`config.mk`:
```
export PLATFORM = sky130hd
export DESIGN_NAME = logic_unit_arbiter
export DESIGN_NICKNAME = d
export VERILOG_FILES = /design/src/rtl/logic_unit_arbiter.sv
export SDC_FILE = /design/constraint.sdc
export NUM_CORES = 1
export LEC_CHECK = 0
export CAP_MARGIN = 30
export CORE_AREA = 2 2 91 93
export DETAILED_ROUTE_END_ITERATION = 8
export DIE_AREA = 0 0 93 95
export GPL_ROUTABILITY_DRIVEN = 0
export GPL_TIMING_DRIVEN = 0
export PLACE_DENSITY = 0.79
export SLEW_MARGIN = 20
export SYNTH_ARGS = -nofsm -noshare
export SYNTH_HDL_FRONTEND = slang
export SYNTH_SLANG_ARGS = --single-unit
```
`constraint.sdc`:
```
create_clock -name clk -period 3.3 [get_ports clk]
set_input_delay 0.495 -clock clk [delete_from_list [all_inputs] [get_ports clk]]
set_output_delay 0.495 -clock clk [all_outputs]
set_load 0.05 [all_outputs]
```
`src/rtl/logic_unit_arbiter.sv`:
```
// logic_unit_arbiter
//   Shares one WIDTH-bit bitwise logic unit among NREQ requesters. A round-robin
//   winner is picked in IDLE. Its opcode and operands are captured on the grant
//   edge. The result is computed in EXEC. It is then held in RESP until the
//   consumer accepts it.
//   Opcodes: 0 AND, 1 OR, 2 NAND, 3 NOR, 4 XOR, 5 NOT (~a).
//   Optional macro LU_OPCHECK_EN: opcodes 6/7 return data 0 with rsp_err=1.
//   Without it, opcodes 6/7 behave as NOT and rsp_err is tied 0.
// Ports
//   clk, rst_n            clock, async active-low reset
//   req[NREQ]             request per requester, held until its gnt
//   op[3*NREQ]            opcode of requester i at [3i+:3]
//   a/b[WIDTH*NREQ]       operands of requester i at [WIDTH*i+:WIDTH]
//   gnt[NREQ]             one-hot 1-cycle pulse: operands of i captured
//   busy                  high in EXEC and RESP
//   rsp_valid/rsp_ready   result handshake
//   rsp_id/data/err       owner index, result, illegal-opcode flag
module logic_unit_arbiter #(
  parameter int NREQ  = 4,
  parameter int WIDTH = 8,
  parameter int IDW   = 2
) (
  input  logic                    clk,
  input  logic                    rst_n,
  input  logic [NREQ-1:0]         req,
  input  logic [3*NREQ-1:0]       op,
  input  logic [WIDTH*NREQ-1:0]   a,
  input  logic [WIDTH*NREQ-1:0]   b,
  output logic [NREQ-1:0]         gnt,
  output logic                    busy,
  output logic                    rsp_valid,
  input  logic                    rsp_ready,
  output logic [IDW-1:0]          rsp_id,
  output logic [WIDTH-1:0]        rsp_data,
  output logic                    rsp_err
);

  typedef enum logic [1:0] {IDLE, EXEC, RESP} state_e;

  state_e            state_q, state_d;
  logic [IDW-1:0]    ptr_q, ptr_d, id_q, id_d;
  logic [2:0]        op_q, op_d;
  logic [WIDTH-1:0]  a_q, a_d, b_q, b_d;
  logic [NREQ-1:0]   gnt_q, gnt_d;
  logic              rsp_valid_q, rsp_valid_d;
  logic [IDW-1:0]    rsp_id_q, rsp_id_d;
  logic [WIDTH-1:0]  rsp_data_q, rsp_data_d;

  logic              found;
  logic [IDW-1:0]    win, scan_idx;
  logic [IDW:0]      scan_sum;
  logic [WIDTH-1:0]  alu_res;

`ifdef LU_OPCHECK_EN
  logic alu_err, rsp_err_q, rsp_err_d;
`endif

  // Round-robin search starting at ptr and wrapping modulo NREQ.
  always_comb begin
    found    = 1'b0;
    win      = '0;
    scan_sum = '0;
    scan_idx = '0;
    for (int k = 0; k < NREQ; k++) begin
      scan_sum = {1'b0, ptr_q} + (IDW+1)'(k);
      if (scan_sum >= (IDW+1)'(NREQ)) scan_sum = scan_sum - (IDW+1)'(NREQ);
      scan_idx = scan_sum[IDW-1:0];
      if (!found && req[scan_idx]) begin
        found = 1'b1;
        win   = scan_idx;
      end
    end
  end

  // The bitwise unit works only on the latched operands.
  always_comb begin
    alu_res = '0;
`ifdef LU_OPCHECK_EN
    alu_err = 1'b0;
`endif
    case (op_q)
      3'd0: alu_res = a_q & b_q;
      3'd1: alu_res = a_q | b_q;
      3'd2: alu_res = ~(a_q & b_q);
      3'd3: alu_res = ~(a_q | b_q);
      3'd4: alu_res = a_q ^ b_q;
      3'd5: alu_res = ~a_q;
`ifdef LU_OPCHECK_EN
      default: begin
        alu_res = '0;
        alu_err = 1'b1;
      end
`else
      default: alu_res = ~a_q;
`endif
    endcase
  end

  // Next-state logic.
  always_comb begin
    state_d = state_q;
    case (state_q)
      IDLE:    if (found)     state_d = EXEC;
      EXEC:                   state_d = RESP;
      RESP:    if (rsp_ready) state_d = IDLE;
      default:                state_d = IDLE;
    endcase
  end

  // Output and datapath logic.
  always_comb begin
    ptr_d       = ptr_q;
    id_d        = id_q;
    op_d        = op_q;
    a_d         = a_q;
    b_d         = b_q;
    gnt_d       = '0;
    rsp_valid_d = rsp_valid_q;
    rsp_id_d    = rsp_id_q;
    rsp_data_d  = rsp_data_q;
`ifdef LU_OPCHECK_EN
    rsp_err_d   = rsp_err_q;
`endif
    case (state_q)
      IDLE: if (found) begin
        gnt_d[win] = 1'b1;
        id_d       = win;
        ptr_d      = (win == IDW'(NREQ-1)) ? '0 : win + 1'b1;
        // Constant-index mux keeps the operand selection width-clean.
        for (int i = 0; i < NREQ; i++) begin
          if (win == IDW'(i)) begin
            op_d = op[3*i +: 3];
            a_d  = a[WIDTH*i +: WIDTH];
            b_d  = b[WIDTH*i +: WIDTH];
          end
        end
      end
      EXEC: begin
        rsp_valid_d = 1'b1;
        rsp_id_d    = id_q;
        rsp_data_d  = alu_res;
`ifdef LU_OPCHECK_EN
        rsp_err_d   = alu_err;
`endif
      end
      RESP: if (rsp_ready) rsp_valid_d = 1'b0;
      default: ;
    endcase
  end

  always_ff @(posedge clk or negedge rst_n) begin
    if (!rst_n) begin
      state_q     <= IDLE;
      ptr_q       <= '0;
      id_q        <= '0;
      op_q        <= '0;
      a_q         <= '0;
      b_q         <= '0;
      gnt_q       <= '0;
      rsp_valid_q <= 1'b0;
      rsp_id_q    <= '0;
      rsp_data_q  <= '0;
`ifdef LU_OPCHECK_EN
      rsp_err_q   <= 1'b0;
`endif
    end else begin
      state_q     <= state_d;
      ptr_q       <= ptr_d;
      id_q        <= id_d;
      op_q        <= op_d;
      a_q         <= a_d;
      b_q         <= b_d;
      gnt_q       <= gnt_d;
      rsp_valid_q <= rsp_valid_d;
      rsp_id_q    <= rsp_id_d;
      rsp_data_q  <= rsp_data_d;
`ifdef LU_OPCHECK_EN
      rsp_err_q   <= rsp_err_d;
`endif
    end
  end

  assign gnt       = gnt_q;
  assign busy      = (state_q != IDLE);
  assign rsp_valid = rsp_valid_q;
  assign rsp_id    = rsp_id_q;
  assign rsp_data  = rsp_data_q;
`ifdef LU_OPCHECK_EN
  assign rsp_err   = rsp_err_q;
`else
  assign rsp_err   = 1'b0;
`endif

endmodule

```
==> results by group <==
Clock network
  – CTS Sinks: 40
  – CTS max path bufs: 2
  – Clk_lat worst skew: 0.29 ns
  – Post-CTS setup buffers: 0
  – Post-CTS Resized: 0
  – Inserted Clock Buffers: 5
  – CTS tree: done
  – # hold bufs at CTS: 0
  – H-tree depth: 2
  – Worst-path clk slew: 0.08 ns
  – Clock Root Buffer: clkbuf_8

Yosys
  – Synth cell count leaders: mux2i_1 (46), dfrtp_1 (40), nand2_1 (38)
  – Flops & latches, synth: 40
  – Cell Area, Synth: 2932 um^2
  – Synth top area cells: dfrtp_1 (34%), mux2i_1 (16%), ha_1 (8.5%)
  – Async SR Flop Fraction: 100.0%
  – Synth unique cells: 32
  – Share of the synthesized area in the top cell type: 34.14%
  – Mapped Cells: 326
  – Avg Cell Area, Syn: 8.993 um^2
  – Count leader, synth: mux2i_1
  – Syn Nets: 429
  – EDFF count, synth: 0
  – Yosys top cell by area: dfrtp_1
  – Top_reg_cell synth: dfrtp_1
  – Post-synthesis sequential area ratio: 34.14%
  – Yosys warnings: 0

Pwr
  – Sw frac: 45.98%
  – PD cells: 918.7 nW/um^2
  – Int Pwr: 2077 uW
  – Sequential cell fraction of total power: 24.7%
  – Part of the power in the clock network: 11.3%
  – Combinational share of power: 64.0%
  – Leakage: 0.001879 uW
  – Worst vdd ir: 328.3 uV
  – Sw power: 1768 uW

GRT
  – Largest net degree at the start of global routing: 27
  – Vias in the first global route: 2569
  – First-pass GRT wire length: 11650 um
  – Overflow after GRT: 0
  – Antenna violations before repair: 0
  – Tot GR Track Use: 16.23%

Floorplan
  – Io pins: 100
  – Die area: 8835 um^2
  – Starting Density: 36.98%
  – DIE WIDTH: 93 um
  – Core area: 7928 um^2
  – Die height: 95 um
  – Site row count: 33

Layout
  – Final net count: 535
  – Final cell count without fillers: 538
  – P&R area growth vs syn: 42.77%
  – Share of post-route cells with drive strength above 1: 9.931%
  – ANT cells: 0

Worst setup path
  – Required time of the critical path: 3.48 ns
  – Crit Reg-Reg Endpoint: op_q[0]
  – WS Path Type: input pin to flip-flop
  – Crit-path max FO: 10
  – CP Capture Type: flip-flop
  – Critical Path Start Type: input pin
  – Crit Reg-Reg Startpoint: ptr_q[0]
  – Setup slack, reg-to-reg: 0.76 ns
  – Critical path arrival: 3.09 ns
  – Reg2Reg Depth: 8

STA
  – Max Transition Viols Final: 0
  – Worst slew margin: 55.65%
  – Tcrit/Tclk final: 88.13%
  – RSZ-0062 raised after global routing: false
  – Highest clock rate: 0.3438 GHz
  – Final setup violation count: 0
  – Worst slew pin tran: 0.6652 ns
  – TNS Setup: 0 ns
  – Min Tclk post-route: 2.908 ns
  – Final hold vios: 0
  – Clock Skews: 0.003331 ns

Placed design
  – DP Wirelength: 5776 um
  – PortBufs: 98
  – Placed cells: 530

Route
  – Residual DRC count: 0
  – Drt wl/cell: 13.03 um
  – DRT Wirelength: 7011 um
  – Via count: 2558
  – Initial DRC Count: 145
  – Final ANT Viol Nets: 0
  – Via density: 4.755
  – DR pass1 iterations: 4

Status
  – Status: finished, final reports clean

Job
  – MaxCap Viol Count: 0

Hold path
  – Worst Hold Class: input pin to async pin
## sequential cells by signal, indices dropped and copies added, names as in the netlist, 3 cells and up
signal / flops
b_q: 8
a_q: 8
op_q: 3
rsp_data: 8
gnt: 4
## stage by stage
step / utilization [%] / instance area (um^2) / total power, uW / setup slack, ns / hold WS (ns)
after global routing: 52.79 / 4185 / 4164 / 0.2206 / 0.1205
after floorplan: - / 2932 / 2746 / 1.151 / 0.1994
after CTS: 52.79 / 4185 / 3868 / 0.3926 / 0.1146
after detailed placement: 51.20 / 4059 / 3422 / 0.07194 / 0.4302
final: 52.79 / 4185 / 3845 / 0.3916 / 0.1029
after global placement: 51.01 / 4044 / 3341 / 0.1543 / 0.4606
## worst max path at each step
stage / startpoint / cells past startpoint / to / slack [ns]
final: req[3] / 8 / op_q[0] / 0.39
after global routing: req[1] / 11 / op_q[1] / 0.22
after CTS: req[3] / 8 / op_q[0] / 0.39
after detailed placement: req[3] / 8 / op_q[0] / 0.07
after global placement: req[1] / 9 / op_q[0] / 0.15
after floorplan: req[2] / 8 / a_q[0] / 1.15
## kinds of logic (layout without fill, tap and decap cells)
kind of cell             after synthesis  count (layout)  share of synthesized area [%]
AND/OR/NAND/NOR                       91              91                          13.96
AO/OA/AOI/OAI                         67              67                          14.38
multiplexers                          52              52                          18.39
buffers and inverters                 45             152                          7.469
flip-flops                            40              40                          34.14
adder cells (fa/ha/maj)               20              20                          8.536
XOR/XNOR                              10              10                          2.987
other                                  1               1                         0.1279
## worst max-delay path: stages
cell and delay (ns):
clkdlybuf4s50_1 0.60, o22ai_1 0.15, a221oi_2 0.37, nor2b_1 0.27
ha_1 0.22, clkbuf_1 0.52, mux2i_1 0.37, a21oi_2 0.09
## metal layers
metal / vias up / share of wire, % / GRT usage [%]
li1: 1301 / - / -
met1: 1159 / 44 / 19.50
met2: 91 / 49 / 29.71
met3: 7 / 5.9 / 2.873
met4: 0 / 1.2 / 4.657
met5: - / 0 / 0
## power groups by stage
stage	sequential [uW]	combinational [uW]	clock (uW)
2_1_floorplan	1180	1560	0
3_3_place_gp	939	2400	0
3_5_place_dp	959	2460	0
4_1_cts	949	2480	443
5_1_grt	989	2710	462
6_report	949	2460	436
## layout make-up
class                           count  area [um^2]
Buffer                             21        128.9
Clock buffer                        7        96.34
Clock inverter                      1        30.03
Fill cell                         736         3742
Inverter                           24        90.09
Multi-Input combinational cell    241         1712
Sequential cell                    40         1001
Tap cell                          105        131.4
Timing Repair Buffer               99        996.0
## cells in the final DEF (no fill, tap or decap), drive strengths merged, types with 6 or more instances in the layout
cell type	Yosys	layout
nand2b	9	9
xor2	10	10
nor2	33	33
clkdlybuf4s50	0	97
o21ai	20	20
a21oi	29	29
inv	24	24
mux2	6	6
buf	15	17
clkbuf	6	13
nand2	38	38
mux2i	46	46
ha	20	20
dfrtp	40	40
Power figures use the tool's default switching activity.
